<file path="config.mk">
export PLATFORM = sky130hd
export DESIGN_NAME = watch_mode_ctrl
export DESIGN_NICKNAME = d
export VERILOG_FILES = /design/src/rtl/watch_mode_ctrl.sv
export SDC_FILE = /design/constraint.sdc
export NUM_CORES = 1
export LEC_CHECK = 0
export BUFFER_PORTS_ARGS = -buffer_cell sky130_fd_sc_hd__buf_2
export CORE_ASPECT_RATIO = 0.75
export CORE_MARGIN = 2
export CORE_UTILIZATION = 60
export CTS_BUF_LIST = sky130_fd_sc_hd__clkbuf_8 sky130_fd_sc_hd__clkbuf_16
export DETAILED_ROUTE_END_ITERATION = 8
export PLACE_DENSITY = 0.82
export SLEW_MARGIN = 20
export SYNTH_ARGS = -nofsm -noshare
export SYNTH_HDL_FRONTEND = slang
export SYNTH_SLANG_ARGS = --single-unit
</file>
<file path="constraint.sdc">
create_clock -name clk_i -period 4.9 [get_ports clk_i]
set_input_delay 0.735 -clock clk_i [delete_from_list [all_inputs] [get_ports clk_i]]
set_output_delay 0.735 -clock clk_i [all_outputs]
set_load 0.01 [all_outputs]
</file>
<file path="src/rtl/watch_mode_ctrl.sv">
// watch_mode_ctrl
//   Watch user-interface controller. Converts four debounced, clock-synchronous
//   button levels into display mode, stopwatch control and per-field
//   time-adjust pulses, with press-edge detection, hold-to-repeat in SET and
//   a SET-mode inactivity timeout.
//
// Ports
//   clk_i               system clock, rising edge
//   reset_n_i           asynchronous active-low reset
//   btn_mode_i          mode button level
//   btn_time_set_i      time-set button level
//   btn_increment_i     increment button level
//   btn_decrement_i     decrement button level
//   mode_o              00 TIME, 01 STOPWATCH, 10 SET
//   field_sel_o         field being set (0 outside SET)
//   inc_o / dec_o       one-cycle adjust pulse, one bit per field
//   run_time_o          timekeeping enable (low only in SET)
//   run_stopwatch_o     stopwatch enable
//   reset_stopwatch_o   one-cycle stopwatch clear pulse
module watch_mode_ctrl #(
  parameter int NUM_FIELDS    = 2,
  parameter int REPEAT_DELAY  = 8,
  parameter int REPEAT_PERIOD = 4,
  parameter int TIMEOUT       = 64
) (
  input  logic                  clk_i,
  input  logic                  reset_n_i,
  input  logic                  btn_mode_i,
  input  logic                  btn_time_set_i,
  input  logic                  btn_increment_i,
  input  logic                  btn_decrement_i,
  output logic [1:0]            mode_o,
  output logic [2:0]            field_sel_o,
  output logic [NUM_FIELDS-1:0] inc_o,
  output logic [NUM_FIELDS-1:0] dec_o,
  output logic                  run_time_o,
  output logic                  run_stopwatch_o,
  output logic                  reset_stopwatch_o
);

  localparam int RW = $clog2(REPEAT_DELAY + REPEAT_PERIOD + 1);
  localparam int IW = $clog2(TIMEOUT + 1);

  typedef enum logic [1:0] {
    M_TIME = 2'b00,
    M_SW   = 2'b01,
    M_SET  = 2'b10
  } mode_e;

  mode_e                 mode_q, mode_d;
  logic [2:0]            field_q, field_d;
  logic [NUM_FIELDS-1:0] inc_q, inc_d, dec_q, dec_d;
  logic                  run_sw_q, run_sw_d;
  logic                  rst_sw_q, rst_sw_d;
  logic [3:0]            btn_q;                 // {dec, inc, time_set, mode}
  logic [RW-1:0]         rep_cnt_q, rep_cnt_d;  // edges since last pulse; 0 = repeat disarmed
  logic                  rep_per_q, rep_per_d;  // 0: waiting first delay, 1: periodic phase
  logic [IW-1:0]         idle_q, idle_d;

  logic [3:0]            btn, press;
  logic                  fire;
  logic [RW-1:0]         rep_limit;
  logic [NUM_FIELDS-1:0] field_onehot;

  assign btn          = {btn_decrement_i, btn_increment_i, btn_time_set_i, btn_mode_i};
  assign press        = btn & ~btn_q;
  assign rep_limit    = rep_per_q ? RW'(REPEAT_PERIOD) : RW'(REPEAT_DELAY);
  assign field_onehot = NUM_FIELDS'(1) << field_q;

  // State register
  always_ff @(posedge clk_i or negedge reset_n_i) begin
    if (!reset_n_i) begin
      mode_q    <= M_TIME;
      field_q   <= '0;
      inc_q     <= '0;
      dec_q     <= '0;
      run_sw_q  <= 1'b0;
      rst_sw_q  <= 1'b0;
      btn_q     <= '1;  // a button held through reset release is not a press
      rep_cnt_q <= '0;
      rep_per_q <= 1'b0;
      idle_q    <= '0;
    end else begin
      mode_q    <= mode_d;
      field_q   <= field_d;
      inc_q     <= inc_d;
      dec_q     <= dec_d;
      run_sw_q  <= run_sw_d;
      rst_sw_q  <= rst_sw_d;
      btn_q     <= btn;
      rep_cnt_q <= rep_cnt_d;
      rep_per_q <= rep_per_d;
      idle_q    <= idle_d;
    end
  end

  // Next-state logic
  always_comb begin
    mode_d    = mode_q;
    field_d   = field_q;
    inc_d     = '0;
    dec_d     = '0;
    run_sw_d  = run_sw_q;
    rst_sw_d  = 1'b0;
    rep_cnt_d = '0;
    rep_per_d = 1'b0;
    idle_d    = '0;
    fire      = 1'b0;
    case (mode_q)
      M_TIME: begin
        if (press[0]) begin
          mode_d = M_SW;
        end else if (press[1]) begin
          mode_d  = M_SET;
          field_d = 3'(NUM_FIELDS - 1);
        end
      end
      M_SW: begin
        if (press[2]) begin
          run_sw_d = ~run_sw_q;
        end else if (press[3]) begin
          rst_sw_d = 1'b1;
          run_sw_d = 1'b0;
        end else if (press[0]) begin
          mode_d = M_TIME;
        end
      end
      M_SET: begin
        // Mode/field changes leave the repeat counter at 0, so a still-held
        // button cannot repeat until it is released and pressed again.
        if (press[0]) begin
          mode_d  = M_TIME;
          field_d = '0;
        end else if (press[1]) begin
          if (field_q == '0) mode_d = M_TIME;
          else               field_d = field_q - 3'd1;
        end else if (btn[2] && btn[3]) begin
          rep_cnt_d = '0;
        end else if (press[2] || press[3]) begin
          fire      = 1'b1;
          rep_cnt_d = RW'(1);
        end else if ((btn[2] || btn[3]) && rep_cnt_q != '0) begin
          if (rep_cnt_q == rep_limit) begin
            fire      = 1'b1;
            rep_cnt_d = RW'(1);
            rep_per_d = 1'b1;
          end else begin
            rep_cnt_d = rep_cnt_q + RW'(1);
            rep_per_d = rep_per_q;
          end
        end

        // Only one of inc/dec can be held when fire is set.
        if (fire) begin
          if (btn[2]) inc_d = field_onehot;
          else        dec_d = field_onehot;
        end

        if ((|press) || fire) begin
          idle_d = '0;
        end else if (idle_q == IW'(TIMEOUT - 1)) begin
          mode_d  = M_TIME;
          field_d = '0;
          idle_d  = '0;
        end else begin
          idle_d = idle_q + IW'(1);
        end
      end
      default: begin
        mode_d  = M_TIME;
        field_d = '0;
      end
    endcase
  end

  // Output logic
  always_comb begin
    mode_o            = mode_q;
    field_sel_o       = field_q;
    inc_o             = inc_q;
    dec_o             = dec_q;
    run_time_o        = (mode_q != M_SET);
    run_stopwatch_o   = run_sw_q;
    reset_stopwatch_o = rst_sw_q;
  end

endmodule

</file>
### Word level (Yosys, flattened, before mapping)

Cells that the tools add are included.

| storage, ports and cells | value |
|---|---|
| memories kept | 0 |
| memory bits (writable) | 0 |
| register bits | 27 |
| bits in latches | 0 |
| ROM bits | 0 |
| input port bits | 6 |
| word-level logic and storage cells | 98 |
| output and inout bits | 12 |

| cells by class | value |
|---|---|
| mux-type cells | 55 |
| reduce and logical (&&, ||, !) cells | 13 |
| bitwise logic cells | 4 |
| shifts and indexed selects | 1 |
| equal/unequal tests | 12 |
| order comparisons | 0 |
| multiply operators | 0 |
| add/sub/neg operators | 3 |
| divide/modulo/power cells | 0 |

Operators with widths:

| cell | count |
|---|---|
| 2-bit 2-to-1 mux | 16 |
| 4-bit 2-to-1 mux | 8 |
| 3-bit 2-to-1 mux | 7 |
| 7-bit 2-to-1 mux | 3 |
| 1-bit 2-to-1 mux | 19 |
| 2-bit != test, second input constant | 6 |
| 3-bit case mux with 3 select lines | 1 |
| 7-bit by 1-bit adder with 7-bit output, second input constant | 1 |
| 7-bit by 6-bit == test with 1-bit output, second input constant | 1 |
| 7-bit != test, second input constant | 1 |
| 2-bit case mux with 3 select lines | 1 |
| 4-bit by 1-bit adder with 4-bit output, second input constant | 1 |
| 4-bit AND | 1 |
| 4-bit == test | 1 |
| 4-bit NOT | 1 |
| 4-bit AND reduction | 1 |
| 4-bit nonzero test | 1 |
| 4-bit OR reduction | 1 |
| 3-bit logical NOT | 1 |
| 1-bit logical OR | 3 |
| 3-bit != test, second input constant | 1 |
| 3-bit AND reduction | 1 |
| 1-bit by 3-bit left shift with 2-bit output, first input constant | 1 |
| 3-bit by 1-bit subtractor with 3-bit output, second input constant | 1 |
| 7 further kinds | 9 |

### Depth between registers and ports, before layout

| logic depth | value |
|---|---|
| word-level depth | 12 |
| depth in mapped cells | 7 |
| gate-level depth less buffers | 7 |

### Worst setup path before layout

Ideal clock, no wire load.

| timing | value |
|---|---|
| path kind | input to register |
| start | input port btn_mode_i |
| end | register dec_q[1], in the netlist dec_o[1] |
| slack | 3.142 ns |
| stages on the path | 4 |
| data arrival time | 1.663 ns |
| required time | 4.805 ns |
| buffers on the path | 0 |
| cells stage by stage | nand2b_1 > nand3_4 > or4_4 > nor4b_2 |

| on the way | value |
|---|---|
| word-level cells in the longest chain between the ends | 5 |

RTL lines:

| item | line | RTL |
|---|---|---|
| start, declared | 28 | `input logic btn_mode_i,` |
| 4-bit AND | 66 | `assign press = btn & ~btn_q;` |
| 1-bit 2-to-1 mux | 131 | `if (press[0]) begin` |
| 1-bit 2-to-1 mux | 109 | `case (mode_q)` |
| 2-bit 2-to-1 mux | 154 | `if (fire) begin` |
| 2-bit 2-to-1 mux | 109 |  |
| via dec_d[1] | 52 | `logic [NUM_FIELDS-1:0] inc_q, inc_d, dec_q, dec_d;` |
| end signal, assigned | 76 | `dec_q <= '0;` |
| end signal, assigned | 87 | `dec_q <= dec_d;` |
| end, declared | 52 |  |

The timed path passes the listed nets, and every way through them passes these cells. The select of a mux whose other input is x is not followed.
A chain may end at the register's enable or synchronous reset.

### Worst setup path in the final report

| timing | value |
|---|---|
| start | register mode_q[0], in the netlist mode_o[0] |
| end | output port run_time_o |

| on the way | value |
|---|---|
| word-level cells in the longest chain between the ends | 1 |

RTL lines:

| item | line | RTL |
|---|---|---|
| start, declared | 50 | `mode_e mode_q, mode_d;` |
| start signal, assigned | 84 | `mode_q <= mode_d;` |
| 2-bit != test | 182 | `run_time_o = (mode_q != M_SET);` |
| end, declared | 36 | `output logic run_time_o,` |

No other way between the ends.

==> out/metrics.csv <==
metric,value,unit
status,"complete, no violations",
setup TNS,0,ns
Slowest cell on crit path,dfrtp_1,
vias post-DR,1008,
worst endpoint required time,4.16,ns
Worst-path clk slew,0.10,ns
antenna violations before repair,0,
Cells after Synth,132,
Synth top cells by count,"23 x dfrtp_1, 11 x nand2_1, 11 x nor2_1",
Power Dens Cells,355,nW/um^2
post-CTS sizing,0,
critical path peak fanout,7,
Row Count,14,
final hold vios,0,
"Distinct cells, synth",37,
Leakage,0.669,nW
worst path bufs/invs,2,
CTS Buf Count,3,
R2R Setup Slk,3.12,ns
peak supply drop,319,uV
element type at the critical path end,output pin,
router iterations before antenna repair,4,
vias per inst,5.73,
share of cells above drive strength 1,25.0,%
DIE HEIGHT,45.4,um
total grt overflow,0,
"delay-heaviest family, CP",flip-flops,
Antenna Violating Nets Remaining,0,
Yosys reg bits,27,
Synthesized Nets,143,
CP arrival,1.16,ns
RSZ-0062 raised after global routing,false,
YS warnings,0,
Final setup viols,0,
synthesized cell area,1370,sq um
Post-CTS Repair Setup Buffers,0,
Port Buf Inserts,17,
sequential cell area,681,sq um
fin nets,164,
Top Ports,18,
Placement Setup Slack,2.84,ns
Max Cap Viol,0,
Final min period,1.90,ns
Avg WL per Cell,14.3,um
final wirelength,2510,um
Post-DP HPWL,1990,um
number of clock sinks,27,
Setup CP Type,reg -> out,
Initial DRC Count,38,
Initial Util,65.7,%
Crit path largest cell delay,0.43,ns
CTS tree,done,
"EDFF count, synth",0,
Final Cycle Share,38.7,%
post-synth top area share,42.0,%
Max Clock Freq,0.527,GHz
Mean Syn Cell Area,10.4,sq um
core area,2080,sq um
multi-input combinational cell area,639,sq um
worst-skew pair later-pin latency,0.28,ns
cell taking the most area after synthesis,dfrtp_1,
first-pass GRT wire length,4270,um
critical path launch point type,flop,
CTS Buffer Depth,2,
slew margin rel.,61.9,%
H-tree levels,1,
crit path cell chain,and2b_4 -> inv_1 -> buf_2,
CTS root buffer,clkbuf_8,
"Slew Viols, Final",0,
DRC Markers,0,
HP Class,in -> async,
vias in the first global route,909,
Worst Tran Pin Value,0.572,ns
ANT cells,0,
Final Wtd Congestion,0.796,
DIE WIDTH,59.2,um
Fillers,151,
Area Overhead vs Synth,11.2,%
Synth async-reset ratio,100,%
top-count cell post-synth,dfrtp_1,
ys flop type,dfrtp_1,
cts hold-fix bufs,0,
skew final,0.00995,ns
"Seq/Total Area, Yosys",49.7,%
synth top area cells,"dfrtp_1 42%, dfstp_2 7.7%, ha_1 4.6%",
Total GRT Usage,22.2,%
largest net degree at the start of global routing,28,
DIE AREA,2680,sq um
Setup WS post-layout,3.00,ns
-- cell families after synthesis --
kind of cell    count (synthesis)  share of synthesized area [%]
xor+xnor                        7                           4.48
flops                          27                           49.7
simple gates                   61                           27.7
buf+inv                        11                           3.57
compound gates                 21                           9.96
fa+ha+maj                       5                           4.57
-- registers in the layout, summed over array words and instances, names as in the netlist --
signal and cells:
field_sel_o 3, rep_per_q 1, idle_q 7, run_stopwatch_o 1, rep_cnt_q 4, dec_o 2, reset_stopwatch_o 1, btn_q 4
mode_o 2, inc_o 2
-- worst register-to-register path: stages (launching register included) --
cell	delay, ns
dfrtp_1	0.41
ha_1	0.21
nand3_1	0.15
nor3_1	0.34
a41oi_1	0.23
a31oi_1	0.22
o31ai_1	0.09
-- cell type report --
cell class                 instances  share of cell area, %
inverter                          10                   2.47
clock inverter                     1                  0.493
multi-input combinational         94                   42.0
tap                               24                   1.97
timing repair buffer              17                   5.59
sequential                        27                   44.7
clock buffer                       3                   2.71
-- power breakdown --
part | switching (W) | internal [W] | total [W]
registers | 0.0000279 | 0.000247 | 0.000274
clock network | 0.0000691 | 0.0000577 | 0.000127
logic | 0.0000789 | 0.0000602 | 0.000139
total | 0.000176 | 0.000365 | 0.000540
-- metal layers --
layer  part of all wire (%)  track usage [%]  routed length (um)  up-vias
met5                      0                0                   0        -
met4                   0.92             6.36                  23        0
met3                    5.2             5.44                 131        4
met2                     47             36.9                1190       29
met1                     46             29.2                1160      471
li1                       -                -                   -      504
-- cells in the final DEF, fill, tap and decap left out, drive strengths merged, types with 3 or more instances in the layout --
cell | netlist | layout
dfrtp | 23 | 23
ha | 5 | 5
nand2 | 11 | 11
nor3b | 3 | 3
nor3 | 4 | 4
clkbuf | 0 | 3
xnor2 | 3 | 3
nor2 | 17 | 17
nand3 | 5 | 5
a31oi | 3 | 3
o21ai | 5 | 5
xor2 | 4 | 4
dfstp | 4 | 4
a21oi | 5 | 5
inv | 10 | 10
buf | 1 | 17
nand2b | 6 | 6
nor2b | 3 | 3
-- worst paths after layout --
path	cells after the start	to	from
worst max-delay path	3	run_time_o	mode_o[0]
worst min-delay path	1	rep_cnt_q[0]	reset_n_i
worst max register to register	6	field_sel_o[2]	idle_q[0]
worst min register to register	1	run_stopwatch_o	run_stopwatch_o
max in group asynchronous	1	btn_q[1]	reset_n_i
min in group clk_i	1	run_stopwatch_o	run_stopwatch_o
-- through the flow --
stage | instances | instance area (sq um) | total power, W | utilization (%) | hold slack (ns)
after floorplan | 132 | 1370 | 0.000370 | - | 0.439
after global placement | 172 | 1470 | 0.000413 | 70.6 | 0.460
after detailed placement | 172 | 1470 | 0.000417 | 70.6 | 0.468
after CTS | 176 | 1520 | 0.000547 | 73.0 | 0.459
after global routing | 176 | 1520 | 0.000576 | 73.0 | 0.486
final | 176 | 1520 | 0.000540 | 73.0 | 0.443
Note: power is estimated with default switching activity, not from simulation.
